**src/rtl/clock_overlay_draw.sv**
```systemverilog
// HH:MM[:SS] text overlay for a VGA pixel stream.
// Three-stage pipeline: cell compute, glyph lookup, colour mux.
module clock_overlay_draw #(
    parameter int                 PIX_X_W      = 12,
    parameter int                 PIX_Y_W      = 12,
    parameter int                 COLOR_W      = 3,
    parameter logic [COLOR_W-1:0] FG_COLOR     = 3'b111,
    parameter logic [COLOR_W-1:0] BG_COLOR     = 3'b000,
    parameter bit                 OVERLAY      = 1'b0,
    parameter int                 SCALE_LOG2   = 1,
    parameter bit                 SHOW_SEC     = 1'b1,
    parameter int                 BLINK_FRAMES = 30,
    parameter logic               VS_POL       = 1'b0
) (
    input  logic               clk_i,
    input  logic               rst_n_i,
    input  logic [PIX_X_W-1:0] pix_x_i,
    input  logic [PIX_Y_W-1:0] pix_y_i,
    input  logic               pix_de_i,
    input  logic               pix_hs_i,
    input  logic               pix_vs_i,
    input  logic [COLOR_W-1:0] rgb_i,
    input  logic [PIX_X_W-1:0] org_x_i,
    input  logic [PIX_Y_W-1:0] org_y_i,
    input  logic               time_valid_i,
    input  logic [4:0]         hour_i,
    input  logic [5:0]         min_i,
    input  logic [5:0]         sec_i,
    input  logic               mode_12h_i,
    input  logic               blink_en_i,
    output logic [COLOR_W-1:0] rgb_o,
    output logic               hs_o,
    output logic               vs_o,
    output logic               de_o
);

    localparam int S     = SCALE_LOG2;
    localparam int NCELL = SHOW_SEC ? 8 : 5;
    localparam int CNT_W = (BLINK_FRAMES > 1) ? $clog2(BLINK_FRAMES) : 1;

    localparam logic [PIX_X_W:0] BOX_W = (PIX_X_W+1)'(NCELL << (3 + S));
    localparam logic [PIX_Y_W:0] BOX_H = (PIX_Y_W+1)'(8 << S);
    localparam logic [CNT_W-1:0] LAST  = CNT_W'(BLINK_FRAMES - 1);

    localparam logic [3:0] C_COLON = 4'd10;
    localparam logic [3:0] C_DASH  = 4'd11;
    localparam logic [3:0] C_BLANK = 4'd12;

    function automatic logic [3:0] tens10(input logic [5:0] v);
        if (v >= 6'd50)      return 4'd5;
        else if (v >= 6'd40) return 4'd4;
        else if (v >= 6'd30) return 4'd3;
        else if (v >= 6'd20) return 4'd2;
        else if (v >= 6'd10) return 4'd1;
        else                 return 4'd0;
    endfunction

    function automatic logic [3:0] ones10(input logic [5:0] v);
        return 4'(v - 6'(tens10(v)) * 6'd10);
    endfunction

    // 5x7 font, row 0 in the top five bits, col 0 is the MSB of each row
    function automatic logic [34:0] font(input logic [3:0] c);
        case (c)
            4'd0: return {5'b01110, 5'b10001, 5'b10011, 5'b10101,
                          5'b11001, 5'b10001, 5'b01110};
            4'd1: return {5'b00100, 5'b01100, 5'b00100, 5'b00100,
                          5'b00100, 5'b00100, 5'b01110};
            4'd2: return {5'b01110, 5'b10001, 5'b00001, 5'b00010,
                          5'b00100, 5'b01000, 5'b11111};
            4'd3: return {5'b11111, 5'b00010, 5'b00100, 5'b00010,
                          5'b00001, 5'b10001, 5'b01110};
            4'd4: return {5'b00010, 5'b00110, 5'b01010, 5'b10010,
                          5'b11111, 5'b00010, 5'b00010};
            4'd5: return {5'b11111, 5'b10000, 5'b11110, 5'b00001,
                          5'b00001, 5'b10001, 5'b01110};
            4'd6: return {5'b00110, 5'b01000, 5'b10000, 5'b11110,
                          5'b10001, 5'b10001, 5'b01110};
            4'd7: return {5'b11111, 5'b00001, 5'b00010, 5'b00100,
                          5'b01000, 5'b01000, 5'b01000};
            4'd8: return {5'b01110, 5'b10001, 5'b10001, 5'b01110,
                          5'b10001, 5'b10001, 5'b01110};
            4'd9: return {5'b01110, 5'b10001, 5'b10001, 5'b01111,
                          5'b00001, 5'b00010, 5'b01100};
            C_COLON: return {5'b00000, 5'b01100, 5'b01100, 5'b00000,
                             5'b01100, 5'b01100, 5'b00000};
            C_DASH:  return {5'b00000, 5'b00000, 5'b00000, 5'b11111,
                             5'b00000, 5'b00000, 5'b00000};
            default: return '0;
        endcase
    endfunction

    logic               vs_q;
    logic [4:0]         sh_hour;
    logic [5:0]         sh_min, sh_sec;
    logic               sh_h_ok, sh_m_ok, sh_s_ok;
    logic [4:0]         d_hour;
    logic [5:0]         d_min, d_sec;
    logic               d_h_ok, d_m_ok, d_s_ok;
    logic [PIX_X_W-1:0] d_org_x;
    logic [PIX_Y_W-1:0] d_org_y;
    logic               d_12h;
    logic [CNT_W-1:0]   frame_cnt;
    logic               phase;

    logic frame_start;
    logic hour_ok, min_ok, sec_ok;

    assign frame_start = (pix_vs_i == VS_POL) && (vs_q != VS_POL);
    assign hour_ok     = hour_i <= 5'd23;
    assign min_ok      = min_i <= 6'd59;
    assign sec_ok      = sec_i <= 6'd59;

    always_ff @(posedge clk_i or negedge rst_n_i) begin
        if (!rst_n_i) begin
            vs_q      <= ~VS_POL;
            sh_hour   <= '0;
            sh_min    <= '0;
            sh_sec    <= '0;
            sh_h_ok   <= 1'b1;
            sh_m_ok   <= 1'b1;
            sh_s_ok   <= 1'b1;
            d_hour    <= '0;
            d_min     <= '0;
            d_sec     <= '0;
            d_h_ok    <= 1'b1;
            d_m_ok    <= 1'b1;
            d_s_ok    <= 1'b1;
            d_org_x   <= '0;
            d_org_y   <= '0;
            d_12h     <= 1'b0;
            frame_cnt <= '0;
            phase     <= 1'b1;
        end else begin
            vs_q <= pix_vs_i;
            if (time_valid_i) begin
                sh_hour <= hour_i;
                sh_min  <= min_i;
                sh_sec  <= sec_i;
                sh_h_ok <= hour_ok;
                sh_m_ok <= min_ok;
                sh_s_ok <= sec_ok;
            end
            if (frame_start) begin
                // a strobe landing on the frame-start cycle wins
                d_hour  <= time_valid_i ? hour_i : sh_hour;
                d_min   <= time_valid_i ? min_i : sh_min;
                d_sec   <= time_valid_i ? sec_i : sh_sec;
                d_h_ok  <= time_valid_i ? hour_ok : sh_h_ok;
                d_m_ok  <= time_valid_i ? min_ok : sh_m_ok;
                d_s_ok  <= time_valid_i ? sec_ok : sh_s_ok;
                d_org_x <= org_x_i;
                d_org_y <= org_y_i;
                d_12h   <= mode_12h_i;
                if (frame_cnt == LAST) begin
                    frame_cnt <= '0;
                    phase     <= ~phase;
                end else begin
                    frame_cnt <= frame_cnt + 1'b1;
                end
            end
        end
    end

    // stage 1: box test and cell coordinates, one extra bit to avoid wrap
    logic [PIX_X_W:0] dx;
    logic [PIX_Y_W:0] dy;
    logic             in_box;

    assign dx     = {1'b0, pix_x_i} - {1'b0, d_org_x};
    assign dy     = {1'b0, pix_y_i} - {1'b0, d_org_y};
    assign in_box = (pix_x_i >= d_org_x) && (dx < BOX_W) &&
                    (pix_y_i >= d_org_y) && (dy < BOX_H);

    logic               s1_inbox, s1_hs, s1_vs, s1_de;
    logic [2:0]         s1_cell, s1_col, s1_row;
    logic [COLOR_W-1:0] s1_rgb;

    always_ff @(posedge clk_i or negedge rst_n_i) begin
        if (!rst_n_i) begin
            s1_inbox <= 1'b0;
            s1_cell  <= '0;
            s1_col   <= '0;
            s1_row   <= '0;
            s1_rgb   <= '0;
            s1_hs    <= 1'b0;
            s1_vs    <= 1'b0;
            s1_de    <= 1'b0;
        end else begin
            s1_inbox <= in_box;
            s1_cell  <= 3'(dx >> (3 + S));
            s1_col   <= 3'(dx >> S);
            s1_row   <= 3'(dy >> S);
            s1_rgb   <= rgb_i;
            s1_hs    <= pix_hs_i;
            s1_vs    <= pix_vs_i;
            s1_de    <= pix_de_i;
        end
    end

    // stage 2: character select and glyph bit
    logic [4:0]  h_disp;
    logic [3:0]  h_t, h_o, m_t, m_o, s_t, s_o;
    logic [3:0]  code;
    logic [34:0] g;
    logic [4:0]  rbits;
    logic [7:0]  rb;
    logic        colon_on, glyph;

    always_comb begin
        h_disp = d_hour;
        if (d_12h) begin
            if (d_hour == 5'd0)       h_disp = 5'd12;
            else if (d_hour > 5'd12)  h_disp = d_hour - 5'd12;
        end
    end

    assign h_t      = tens10({1'b0, h_disp});
    assign h_o      = ones10({1'b0, h_disp});
    assign m_t      = tens10(d_min);
    assign m_o      = ones10(d_min);
    assign s_t      = tens10(d_sec);
    assign s_o      = ones10(d_sec);
    assign colon_on = !blink_en_i || phase;

    always_comb begin
        code = C_BLANK;
        case (s1_cell)
            3'd0: code = !d_h_ok ? C_DASH :
                         (d_12h && h_t == 4'd0) ? C_BLANK : h_t;
            3'd1: code = !d_h_ok ? C_DASH : h_o;
            3'd2: code = colon_on ? C_COLON : C_BLANK;
            3'd3: code = !d_m_ok ? C_DASH : m_t;
            3'd4: code = !d_m_ok ? C_DASH : m_o;
            3'd5: code = colon_on ? C_COLON : C_BLANK;
            3'd6: code = !d_s_ok ? C_DASH : s_t;
            3'd7: code = !d_s_ok ? C_DASH : s_o;
            default: code = C_BLANK;
        endcase
    end

    always_comb begin
        g     = font(code);
        rbits = '0;
        case (s1_row)
            3'd0: rbits = g[34:30];
            3'd1: rbits = g[29:25];
            3'd2: rbits = g[24:20];
            3'd3: rbits = g[19:15];
            3'd4: rbits = g[14:10];
            3'd5: rbits = g[9:5];
            3'd6: rbits = g[4:0];
            default: rbits = '0;
        endcase
        // cols 5..7 land on the zero padding
        rb    = {rbits, 3'b000};
        glyph = rb[3'd7 - s1_col];
    end

    logic               s2_inbox, s2_glyph, s2_hs, s2_vs, s2_de;
    logic [COLOR_W-1:0] s2_rgb;

    always_ff @(posedge clk_i or negedge rst_n_i) begin
        if (!rst_n_i) begin
            s2_inbox <= 1'b0;
            s2_glyph <= 1'b0;
            s2_rgb   <= '0;
            s2_hs    <= 1'b0;
            s2_vs    <= 1'b0;
            s2_de    <= 1'b0;
        end else begin
            s2_inbox <= s1_inbox;
            s2_glyph <= s1_inbox && glyph;
            s2_rgb   <= s1_rgb;
            s2_hs    <= s1_hs;
            s2_vs    <= s1_vs;
            s2_de    <= s1_de;
        end
    end

    // stage 3: colour mux and output register
    logic [COLOR_W-1:0] box_bg;

    assign box_bg = OVERLAY ? s2_rgb : BG_COLOR;

    always_ff @(posedge clk_i or negedge rst_n_i) begin
        if (!rst_n_i) begin
            rgb_o <= '0;
            hs_o  <= 1'b0;
            vs_o  <= 1'b0;
            de_o  <= 1'b0;
        end else begin
            hs_o <= s2_hs;
            vs_o <= s2_vs;
            de_o <= s2_de;
            if (!s2_de)         rgb_o <= '0;
            else if (!s2_inbox) rgb_o <= s2_rgb;
            else if (s2_glyph)  rgb_o <= FG_COLOR;
            else                rgb_o <= box_bg;
        end
    end

endmodule

```
**config.mk**
```make
export PLATFORM = sky130hd
export DESIGN_NAME = clock_overlay_draw
export DESIGN_NICKNAME = d
export VERILOG_FILES = /design/src/rtl/clock_overlay_draw.sv
export SDC_FILE = /design/constraint.sdc
export NUM_CORES = 1
export LEC_CHECK = 0
export BUFFER_PORTS_ARGS = -buffer_cell sky130_fd_sc_hd__buf_4
export CORE_UTILIZATION = 30
export DETAILED_ROUTE_END_ITERATION = 8
export SLEW_MARGIN = 20
export SYNTH_ARGS = -nofsm -noshare
export SYNTH_HDL_FRONTEND = slang
export SYNTH_SLANG_ARGS = --single-unit
export TNS_END_PERCENT = 10
```
**constraint.sdc**
```tcl
create_clock -name clk_i -period 4.24 [get_ports clk_i]
set_input_delay 0 -clock clk_i [delete_from_list [all_inputs] [get_ports clk_i]]
set_output_delay 0 -clock clk_i [all_outputs]
set_load 0.005 [all_outputs]
```
==> impl_table.tex, run 1 <==
\begin{tabular}{lr}
\hline
Metric & Value \\
\hline
\multicolumn{2}{l}{\textbf{Status}} \\
Outcome & finished, violations left \\
Violated checks & negative setup slack \\
\multicolumn{2}{l}{\textbf{Power}} \\
Leak & 3.79 nW \\
Power density over cell area & around 470 mW/mm² \\
Post-route total power & 4.01 mW \\
Worst supply voltage drop on vdd & roughly 0.24 mV \\
\multicolumn{2}{l}{\textbf{Logic synthesis}} \\
Sequential-to-total area share from yosys stat & 38.5\% \\
Main area contributors after synthesis & sky130\_fd\_sc\_hd\_\_dfrtp\_1 (35\%), sky130\_fd\_sc\_hd\_\_ha\_1 (7.5\%), sky130\_fd\_sc\_hd\_\_nand2\_1 (6.0\%), sky130\_fd\_sc\_hd\_\_o21ai\_0 (5.5\%), sky130\_fd\_sc\_hd\_\_mux2\_2 (3.6\%) \\
Top post-synthesis cells by count & sky130\_fd\_sc\_hd\_\_nand2\_1 (106), sky130\_fd\_sc\_hd\_\_dfrtp\_1 (94), sky130\_fd\_sc\_hd\_\_o21ai\_0 (73) \\
Net count of the mapped netlist & 861 \\
Total number of yosys warnings & 0 \\
Fraction of registers with async set or reset after synthesis & 100\% \\
Netlist cell types & 85 \\
Top\_reg\_cell synth & sky130\_fd\_sc\_hd\_\_dfrtp\_1 \\
Post-synthesis instance area & 0.00665 mm² \\
Mean instance size in the synthesized netlist & between 8 and 9 µm² \\
Cell count after synthesis & 740 \\
EDFF count, synth & 0 \\
Most common cell in the netlist & sky130\_fd\_sc\_hd\_\_nand2\_1 \\
Fraction of synthesized cell area taken by the top area cell type & a little over a third \\
\#FFs+latches synth & 102 \\
Synth area leader & sky130\_fd\_sc\_hd\_\_dfrtp\_1 \\
\multicolumn{2}{l}{\textbf{Placement}} \\
Area of placed instances & 0.00766 mm² \\
Final RePlAce weighted congestion & 0.885 \\
HPWL after detailed placement & around 12 mm \\
Port Buffer Count & 81 \\
\multicolumn{2}{l}{\textbf{Timing}} \\
Number of setup violations in the final report & 1 \\
Max-slew violations & 0 \\
Final Skew & 0.00783 ns \\
Smallest setup slack after layout & -0.0398 ns \\
Tightest slew margin relative to the limit & around two fifths \\
Slew @ Worst Pin & 0.892 ns \\
Final cycle utilization of the critical path & 101\% \\
Final count of hold timing violations & 0 \\
Shortest clock period the worst path allows after layout & about 4.3 ns \\
Maximum clock frequency & 234 MHz \\
RSZ-0062 raised after global routing & true \\
\multicolumn{2}{l}{\textbf{Die}} \\
Die height & 151 µm \\
Cell Rows & 54 \\
DIE AREA & 0.0228 mm² \\
Width of the chip & 151 µm \\
Initial cell density of the core & a little under a third \\
Area inside the core boundary & 0.0218 mm² \\
Ports placed on the boundary & 82 \\
\multicolumn{2}{l}{\textbf{Detailed routing}} \\
DR iter-0 viols & 300 \\
Count of vias placed by the detailed router & around 5700 \\
Final routed wire length divided by cell count & 13.6 µm \\
Detail Route Antenna Nets & 0 \\
Number of remaining DRC errors & 0 \\
Number of vias per cell & 4.90 \\
Count of TritonRoute iterations in the first routing pass & 5 \\
Total length of routed wires & $\sim$16 mm \\
\multicolumn{2}{l}{\textbf{Clock tree}} \\
Clock Tree Root & sky130\_fd\_sc\_hd\_\_clkbuf\_16 \\
Total clock sinks & a little over 100 \\
Maximum clock path buffer count & 2 \\
TritonCTS clock tree & done \\
CTS Buf Count & 9 \\
Worst-skew pair later-pin latency & 0.35 ns \\
H-tree levels & 3 \\
Clock edge transition at the registers on the reported setup and hold paths & 0.07 ns \\
\multicolumn{2}{l}{\textbf{Global route}} \\
Maximum number of pins on one net before global-route repair & slightly above 70 \\
Initial antenna violation count & 0 \\
Global-route wire length before repair & 26.5 mm \\
Via count of the first global-routing pass & 5518 \\
Tot GR Track Use & $\sim$15\% \\
Congestion Overflow GR & 0 \\
\multicolumn{2}{l}{\textbf{Critical path}} \\
Critical-path maximum fanout & 7 \\
Family of cells with the greatest summed delay on the critical path & compound AO/OA/AOI/OAI gates \\
Crit Reg-Reg Endpoint & s2\_glyph\$\_DFF\_PN0\_ \\
Critical Setup Path Class & flip-flop to flip-flop \\
Required arrival time at the worst endpoint & 4.46 ns \\
Cell count of the worst reg-to-reg path & 18 \\
Worst setup SP type & flip-flop \\
Cell mode on critical path & sky130\_fd\_sc\_hd\_\_o211ai\_1 \\
Worst Setup SP & d\_hour[2]\$\_DFFE\_PN0P\_ \\
Cell type of the slowest stage on the worst timing path & sky130\_fd\_sc\_hd\_\_dfrtp\_1 \\
Worst Setup End Kind & flip-flop \\
Critical path buffers and inverters & 2 \\
Setup slack of the worst register-to-register path & -0.04 ns \\
List of cells traversed by the critical path & inv\_2, ha\_1, or3b\_4, or3\_4, o311a\_1, a311oi\_2, ha\_2, fa\_1, o21a\_1, o211ai\_1, a21o\_4, inv\_6, mux2i\_1, o211ai\_1, a211o\_1, a2111o\_1, o211ai\_2, o311ai\_1 \\
Delay contributed by the slowest stage of the critical path & 0.42 ns \\
FF-to-FF Start & d\_hour[2]\$\_DFFE\_PN0P\_ \\
Critical path data arrival time & 4.50 ns \\
\multicolumn{2}{l}{\textbf{Cells and area}} \\
Area grow syn2layout & 28.0\% \\
Antenna cells & 0 \\
Final layout net count & 999 \\
Final cell utilization of the core & 39.1\% \\
Non-Filler Cell Area, Final & 0.00851 mm² \\
Fraction of final layout cells sized beyond drive strength 1 & 21.7\% \\
\multicolumn{2}{l}{\textbf{Hold path}} \\
Hold Path End & s1\_row[1]\$\_DFF\_PN0\_ \\
Origin of the worst min-delay path & pix\_y\_i[2] \\
Hold/Removal Path Class & input port to flip-flop \\
Number of cells traversed by the worst hold path & 3 \\
\multicolumn{2}{l}{\textbf{Job}} \\
Number of max-cap violations & 0 \\
\hline
\end{tabular}
[cells in the final DEF, fill, tap and decap left out, types with 7 or more instances in the layout]
cell type | synthesis | final
sky130_fd_sc_hd__clkbuf_16 | 0 | 9
sky130_fd_sc_hd__dfstp_2 | 8 | 8
sky130_fd_sc_hd__nand2b_1 | 22 | 22
sky130_fd_sc_hd__a31oi_1 | 8 | 8
sky130_fd_sc_hd__nor2_1 | 36 | 36
sky130_fd_sc_hd__a21boi_0 | 9 | 9
sky130_fd_sc_hd__nand2_1 | 106 | 106
sky130_fd_sc_hd__or3_1 | 9 | 8
sky130_fd_sc_hd__nand3_1 | 18 | 18
sky130_fd_sc_hd__dlygate4sd3_1 | 0 | 51
sky130_fd_sc_hd__o211ai_1 | 9 | 9
sky130_fd_sc_hd__mux2_2 | 21 | 21
sky130_fd_sc_hd__buf_4 | 1 | 111
sky130_fd_sc_hd__ha_1 | 40 | 37
sky130_fd_sc_hd__nor2b_1 | 12 | 11
sky130_fd_sc_hd__inv_1 | 61 | 59
sky130_fd_sc_hd__a21oi_1 | 29 | 29
sky130_fd_sc_hd__dfrtp_1 | 94 | 94
sky130_fd_sc_hd__nand3b_1 | 7 | 7
sky130_fd_sc_hd__o21ai_0 | 73 | 73
[cell families after synthesis]
group / count (synthesis) / synth area share, %
buf+inv: 97 / 6.34
mux: 27 / 4.46
simple gates: 259 / 19.6
flops: 102 / 38.5
xor+xnor: 6 / 0.791
compound gates: 204 / 21.2
fa+ha+maj: 45 / 9.03
[worst min-delay path, delay by kind of cell]
kind / cells / cell delay, ns
adder cells (fa/ha/maj): 1 / 0.16
XOR/XNOR: 1 / 0.10
buffers and inverters: 1 / 0.08
[sequential cells by signal (all words and copies together), names as in the netlist, 6 cells and up]
signal and cells:
d_min 6, sh_min 6, d_org_x 12, d_org_y 12
d_sec 6, sh_sec 6
[repair_timing]
action,in CTS,in global routing
hold buffers,51,0
endpoints found under the setup margin,1,1
resized for setup,2,2
setup buffers,2,1
hold endpoints to repair,123,0
pin swaps,4,7
[area by class of cell]
cell class | count | area, µm²
inverters | 62 | 238
well taps | 280 | 350
fillers | 2227 | 13200
multi-input cells | 541 | 3720
repair buffers | 162 | 1340
clock buffers | 11 | 233
clock inverters | 5 | 58.8
flip-flops and latches | 102 | 2560
[through the flow]
step | TNS, ns | setup slack [ns] | instances | hold WS (ns)
3_3_place_gp | -0.000317 | -0.000317 | 1093 | 0.109
3_5_place_dp | -0.0587 | -0.0587 | 1093 | 0.110
4_1_cts | 0 | 0.00147 | 1162 | 0.0233
5_1_grt | -0.256 | -0.256 | 1163 | 0.0565
6_report | -0.0398 | -0.0398 | 1163 | 0.0422
2_1_floorplan | 0 | 0.0172 | 740 | -0.296
[where the power goes]
part	switching (mW)	leakage, nW	internal (mW)
Sequential	0.153	1.22	1.10
Combinational	1.04	2.44	0.880
Clock	0.372	0.136	0.460
[worst max path at each step]
stage / endpoint / cells past startpoint / slack [ns]
6_report: s2_glyph$_DFF_PN0_ / 18 / -0.04
5_1_grt: s2_glyph$_DFF_PN0_ / 18 / -0.26
4_1_cts: s2_glyph$_DFF_PN0_ / 18 / 0.001
3_5_place_dp: s2_glyph$_DFF_PN0_ / 17 / -0.06
3_3_place_gp: s2_glyph$_DFF_PN0_ / 17 / -0.0003
2_1_floorplan: s2_glyph$_DFF_PN0_ / 18 / 0.02
[per-layer routing]
metal / routed length (µm) / vias up / global-route usage, % / part of all wire [%]
met5: 0 / - / 0 / 0
li1: - / 2886 / - / -
met4: 261 / 0 / 5.30 / 1.6
met3: 361 / 16 / 1.96 / 2.3
met1: 7530 / 2709 / 19.7 / 48
met2: 7690 / 85 / 24.1 / 49
No activity file was read; power rests on OpenSTA's default activity.
==> run 2: changes to the inputs <==
- ABC_AREA: unset -> 1
==> run 2 against run 1 <==
Effect of this change:
- the run now ends clean
- final cell count up 5.8%
- clock power up 0.8%
- design area down 5.0%
- sequential share of layout area up 1.6 points
- non-clock buffer count down 23
- routed wire length down 4.2%
- setup slack better by 0.36 ns
- via count up 0.61%
- register-to-register slack better by 0.36 ns
- clock skew down 0.0015 ns
- combinational power about the same
- hold slack better by 0.019 ns
- critical path type unchanged
- critical endpoint unchanged
- largest cell class unchanged
==> impl_table.tex, run 2 <==
\begin{tabular}{lr}
\hline
Metric & Value \\
\hline
\multicolumn{2}{l}{\textbf{Status}} \\
Outcome & finished, final reports clean \\
\multicolumn{2}{l}{\textbf{Global route}} \\
Global-route wire length before repair & 25.8 mm (-2.6\%) \\
Via count of the first global-routing pass & 5544 (+0.47\%) \\
Tot GR Track Use & 14.7\% (-0.023 points) \\
Initial antenna violation count & 0 (unchanged) \\
Congestion Overflow GR & 0 (unchanged) \\
Maximum number of pins on one net before global-route repair & 69 (-4.2\%) \\
\multicolumn{2}{l}{\textbf{Detailed routing}} \\
Number of vias per cell & 4.66 (-4.9\%) \\
Count of vias placed by the detailed router & 5731 (+0.61\%) \\
Routed met2 length & 7.11 mm (-7.6\%) \\
WL met3 & 373 µm (+3.3\%) \\
DR iter-0 viols & 377 (+26\%) \\
Detail Route Antenna Nets & 0 (unchanged) \\
Total length of routed wires & 15.2 mm (-4.2\%) \\
Top layer reached by signal wires & met4 \\
Final routed wire length divided by cell count & 12.3 µm (-9.5\%) \\
Count of TritonRoute iterations in the first routing pass & 6 (+1) \\
Number of remaining DRC errors & 0 (unchanged) \\
Wire length on met1 & 7.31 mm (-3.0\%) \\
\multicolumn{2}{l}{\textbf{Die}} \\
Initial cell density of the core & 30.9\% (+0.36 points) \\
Width of the chip & 147 µm (-2.3\%) \\
Die height & 147 µm (-2.3\%) \\
Area inside the core boundary & 0.0205 mm² (-5.8\%) \\
Ports placed on the boundary & 82 (unchanged) \\
DIE AREA & 0.0217 mm² (-4.6\%) \\
Cell Rows & 52 (-3.7\%) \\
\multicolumn{2}{l}{\textbf{Logic synthesis}} \\
\#FFs+latches synth & 102 (unchanged) \\
Mean instance size in the synthesized netlist & 7.71 µm² (-14\%) \\
Fraction of synthesized cell area taken by the top area cell type & 37.1\% (+1.7 points) \\
Top\_reg\_cell synth & sky130\_fd\_sc\_hd\_\_dfrtp\_1 \\
Cell count after synthesis & 822 (+11\%) \\
Netlist cell types & 46 (-46\%) \\
Top post-synthesis cells by count & sky130\_fd\_sc\_hd\_\_nand2\_1 (221), sky130\_fd\_sc\_hd\_\_inv\_1 (115), sky130\_fd\_sc\_hd\_\_dfrtp\_1 (94) \\
Most common cell in the netlist & sky130\_fd\_sc\_hd\_\_nand2\_1 \\
Net count of the mapped netlist & 943 (+9.5\%) \\
Total number of yosys warnings & 0 (unchanged) \\
Post-synthesis instance area & 0.00634 mm² (-4.7\%) \\
Synth area leader & sky130\_fd\_sc\_hd\_\_dfrtp\_1 \\
Fraction of registers with async set or reset after synthesis & 100\% (unchanged) \\
Main area contributors after synthesis & sky130\_fd\_sc\_hd\_\_dfrtp\_1 (37\%), sky130\_fd\_sc\_hd\_\_nand2\_1 (13\%), sky130\_fd\_sc\_hd\_\_ha\_1 (7.9\%), sky130\_fd\_sc\_hd\_\_inv\_1 (6.8\%), sky130\_fd\_sc\_hd\_\_o21ai\_0 (6.2\%) \\
EDFF count, synth & 0 (unchanged) \\
Sequential-to-total area share from yosys stat & 40.4\% (+1.9 points) \\
\multicolumn{2}{l}{\textbf{Critical path}} \\
Required arrival time at the worst endpoint & 4.52 ns (+0.06 ns) \\
Delay contributed by the slowest stage of the critical path & 0.53 ns (+0.11 ns) \\
Cell count of the worst reg-to-reg path & 25 (+7) \\
Worst Setup End Kind & flip-flop \\
Critical-path maximum fanout & 11 (+4) \\
Critical path data arrival time & 4.19 ns (-0.31 ns) \\
Critical Setup Path Class & flip-flop to flip-flop \\
Cell mode on critical path & sky130\_fd\_sc\_hd\_\_nand2\_1 \\
Cell type of the slowest stage on the worst timing path & sky130\_fd\_sc\_hd\_\_fa\_1 \\
Worst setup SP type & flip-flop \\
\multicolumn{2}{l}{\textbf{Cells and area}} \\
Most frequent standard cell in the layout excluding fill and tap cells & sky130\_fd\_sc\_hd\_\_nand2\_1 \\
Final cell utilization of the core & 39.5\% (+0.35 points) \\
Antenna cells & 0 (unchanged) \\
Area grow syn2layout & 27.6\% \\
Most used cells in the layout excluding fill and tap cells & sky130\_fd\_sc\_hd\_\_nand2\_1 (221), sky130\_fd\_sc\_hd\_\_inv\_1 (115), sky130\_fd\_sc\_hd\_\_dfrtp\_1 (94) \\
Fraction of final layout cells sized beyond drive strength 1 & 14.5\% (-7.3 points) \\
Fillers & 2067 (-7.2\%) \\
Non-Filler Cell Area, Final & 0.00809 mm² (-5.0\%) \\
Final layout net count & 1076 (+7.7\%) \\
Regs by FF count & d\_org\_x: 12 flops, d\_org\_y: 12 flops \\
\multicolumn{2}{l}{\textbf{Timing}} \\
Final cycle utilization of the critical path & 92.4\% (-8.6 points) \\
Tightest slew margin relative to the limit & 43.0\% (+2.4 points) \\
Number of setup violations in the final report & 0 (-1) \\
Slew @ Worst Pin & 0.855 ns (-0.0364 ns) \\
Setup TNS Final & 0 ns (+0.0398 ns) \\
Final count of hold timing violations & 0 (unchanged) \\
Maximum clock frequency & 255 MHz (+9.3\%) \\
Smallest setup slack after layout & 0.324 ns (+0.364 ns) \\
Final Skew & 0.00635 ns (-0.00148 ns) \\
Max-slew violations & 0 (unchanged) \\
Shortest clock period the worst path allows after layout & 3.92 ns (-0.364 ns) \\
\multicolumn{2}{l}{\textbf{Placement}} \\
HPWL after detailed placement & 11.3 mm (-3.0\%) \\
Final RePlAce weighted congestion & 0.916 (+3.5\%) \\
Port Buffer Count & 81 (unchanged) \\
Pre-CTS WS & 0.342 ns (+0.400 ns) \\
Area of placed instances & 0.00722 mm² (-5.6\%) \\
\multicolumn{2}{l}{\textbf{Hold path}} \\
Hold/Removal Path Class & input port to flip-flop \\
Number of cells traversed by the worst hold path & 3 (unchanged) \\
\multicolumn{2}{l}{\textbf{Power}} \\
Power density over cell area & 498 mW/mm² (+5.6\%) \\
Worst supply voltage drop on vdd & 0.261 mV (+10\%) \\
Leak & 4.01 nW (+5.8\%) \\
\multicolumn{2}{l}{\textbf{Clock tree}} \\
Maximum clock path buffer count & 2 (unchanged) \\
H-tree levels & 3 (unchanged) \\
Clock edge transition at the registers on the reported setup and hold paths & 0.07 ns (about the same) \\
TritonCTS clock tree & done \\
Worst-skew pair later-pin latency & 0.35 ns (about the same) \\
Total clock sinks & 102 (unchanged) \\
Clock Tree Root & sky130\_fd\_sc\_hd\_\_clkbuf\_16 \\
CTS Buf Count & 9 (unchanged) \\
\multicolumn{2}{l}{\textbf{Job}} \\
Number of max-cap violations & 0 (unchanged) \\
\hline
\end{tabular}
[run 2: path summary, 6_finish.rpt]
check                                      start             endpoint  slack [ns]
setup / recovery           d_hour[2]$_DFFE_PN0P_   s2_glyph$_DFF_PN0_        0.32
hold / removal                        pix_y_i[2]  s1_row[1]$_DFF_PN0_        0.06
setup reg to reg           d_hour[2]$_DFFE_PN0P_   s2_glyph$_DFF_PN0_        0.32
hold reg to reg                  s1_hs$_DFF_PN0_      s2_hs$_DFF_PN0_        0.35
max in group asynchronous                rst_n_i    phase$_DFFE_PN1P_        2.93
min in group asynchronous                rst_n_i      s1_hs$_DFF_PN0_        0.30
[run 2: where the power goes]
group	internal, mW	switching (mW)
Combinational	0.716	1.24
Clock	0.475	0.364
Sequential	1.12	0.113
Total	2.31	1.72
[run 2: cell families after synthesis]
family / share of synthesized area, %
fa+ha+maj: 9.48
buf+inv: 8.67
compound gates: 13.0
flops: 40.4
xor+xnor: 2.74
simple gates: 25.7
[run 2: timing repair]
action | in CTS | in global routing
endpoints found under the hold margin | 115 | 0
hold buffers | 53 | 0
resized for setup | 0 | 6
buffers inserted | 0 | 1
setup endpoints to repair | 0 | 1
[run 2: per-stage QoR]
stage | total power, mW | std cells | hold slack [ns]
CTS | 4.03 | 1229 | 0.0539
finish | 4.02 | 1230 | 0.0613
global placement | 3.15 | 1160 | 0.110
floorplan | 2.70 | 822 | -0.296
detailed placement | 3.13 | 1160 | 0.110
global route | 4.40 | 1230 | 0.0685
[run 2: cell type report]
class                      count  area, µm²  area share (%)
timing repair buffer         139       1180            14.5
tap                          270        338            4.18
inverter                     121        457            5.65
sequential                   102       2560            31.7
clock buffer                  11        243            3.00
clock inverter                 5       57.6           0.712
multi-input combinational    582       3250            40.2
[run 2: worst max-delay path: cells and delay by family (launching register included)]
| kind | cells | cell delay (ns) |
|---|---|---|
| DFF | 1 | 0.42 |
| AOI/OAI and AO/OA | 4 | 0.66 |
| adders and majority gates | 4 | 1.12 |
| and+or+nand+nor | 14 | 1.42 |
| buffers and inverters | 3 | 0.21 |
[run 2: layer usage]
layer / GRT usage [%] / vias up
li1: - / 2943
met1: 19.5 / 2658
met2: 23.9 / 100
met3: 1.80 / 30
met4: 6.60 / 0
met5: 0 / -
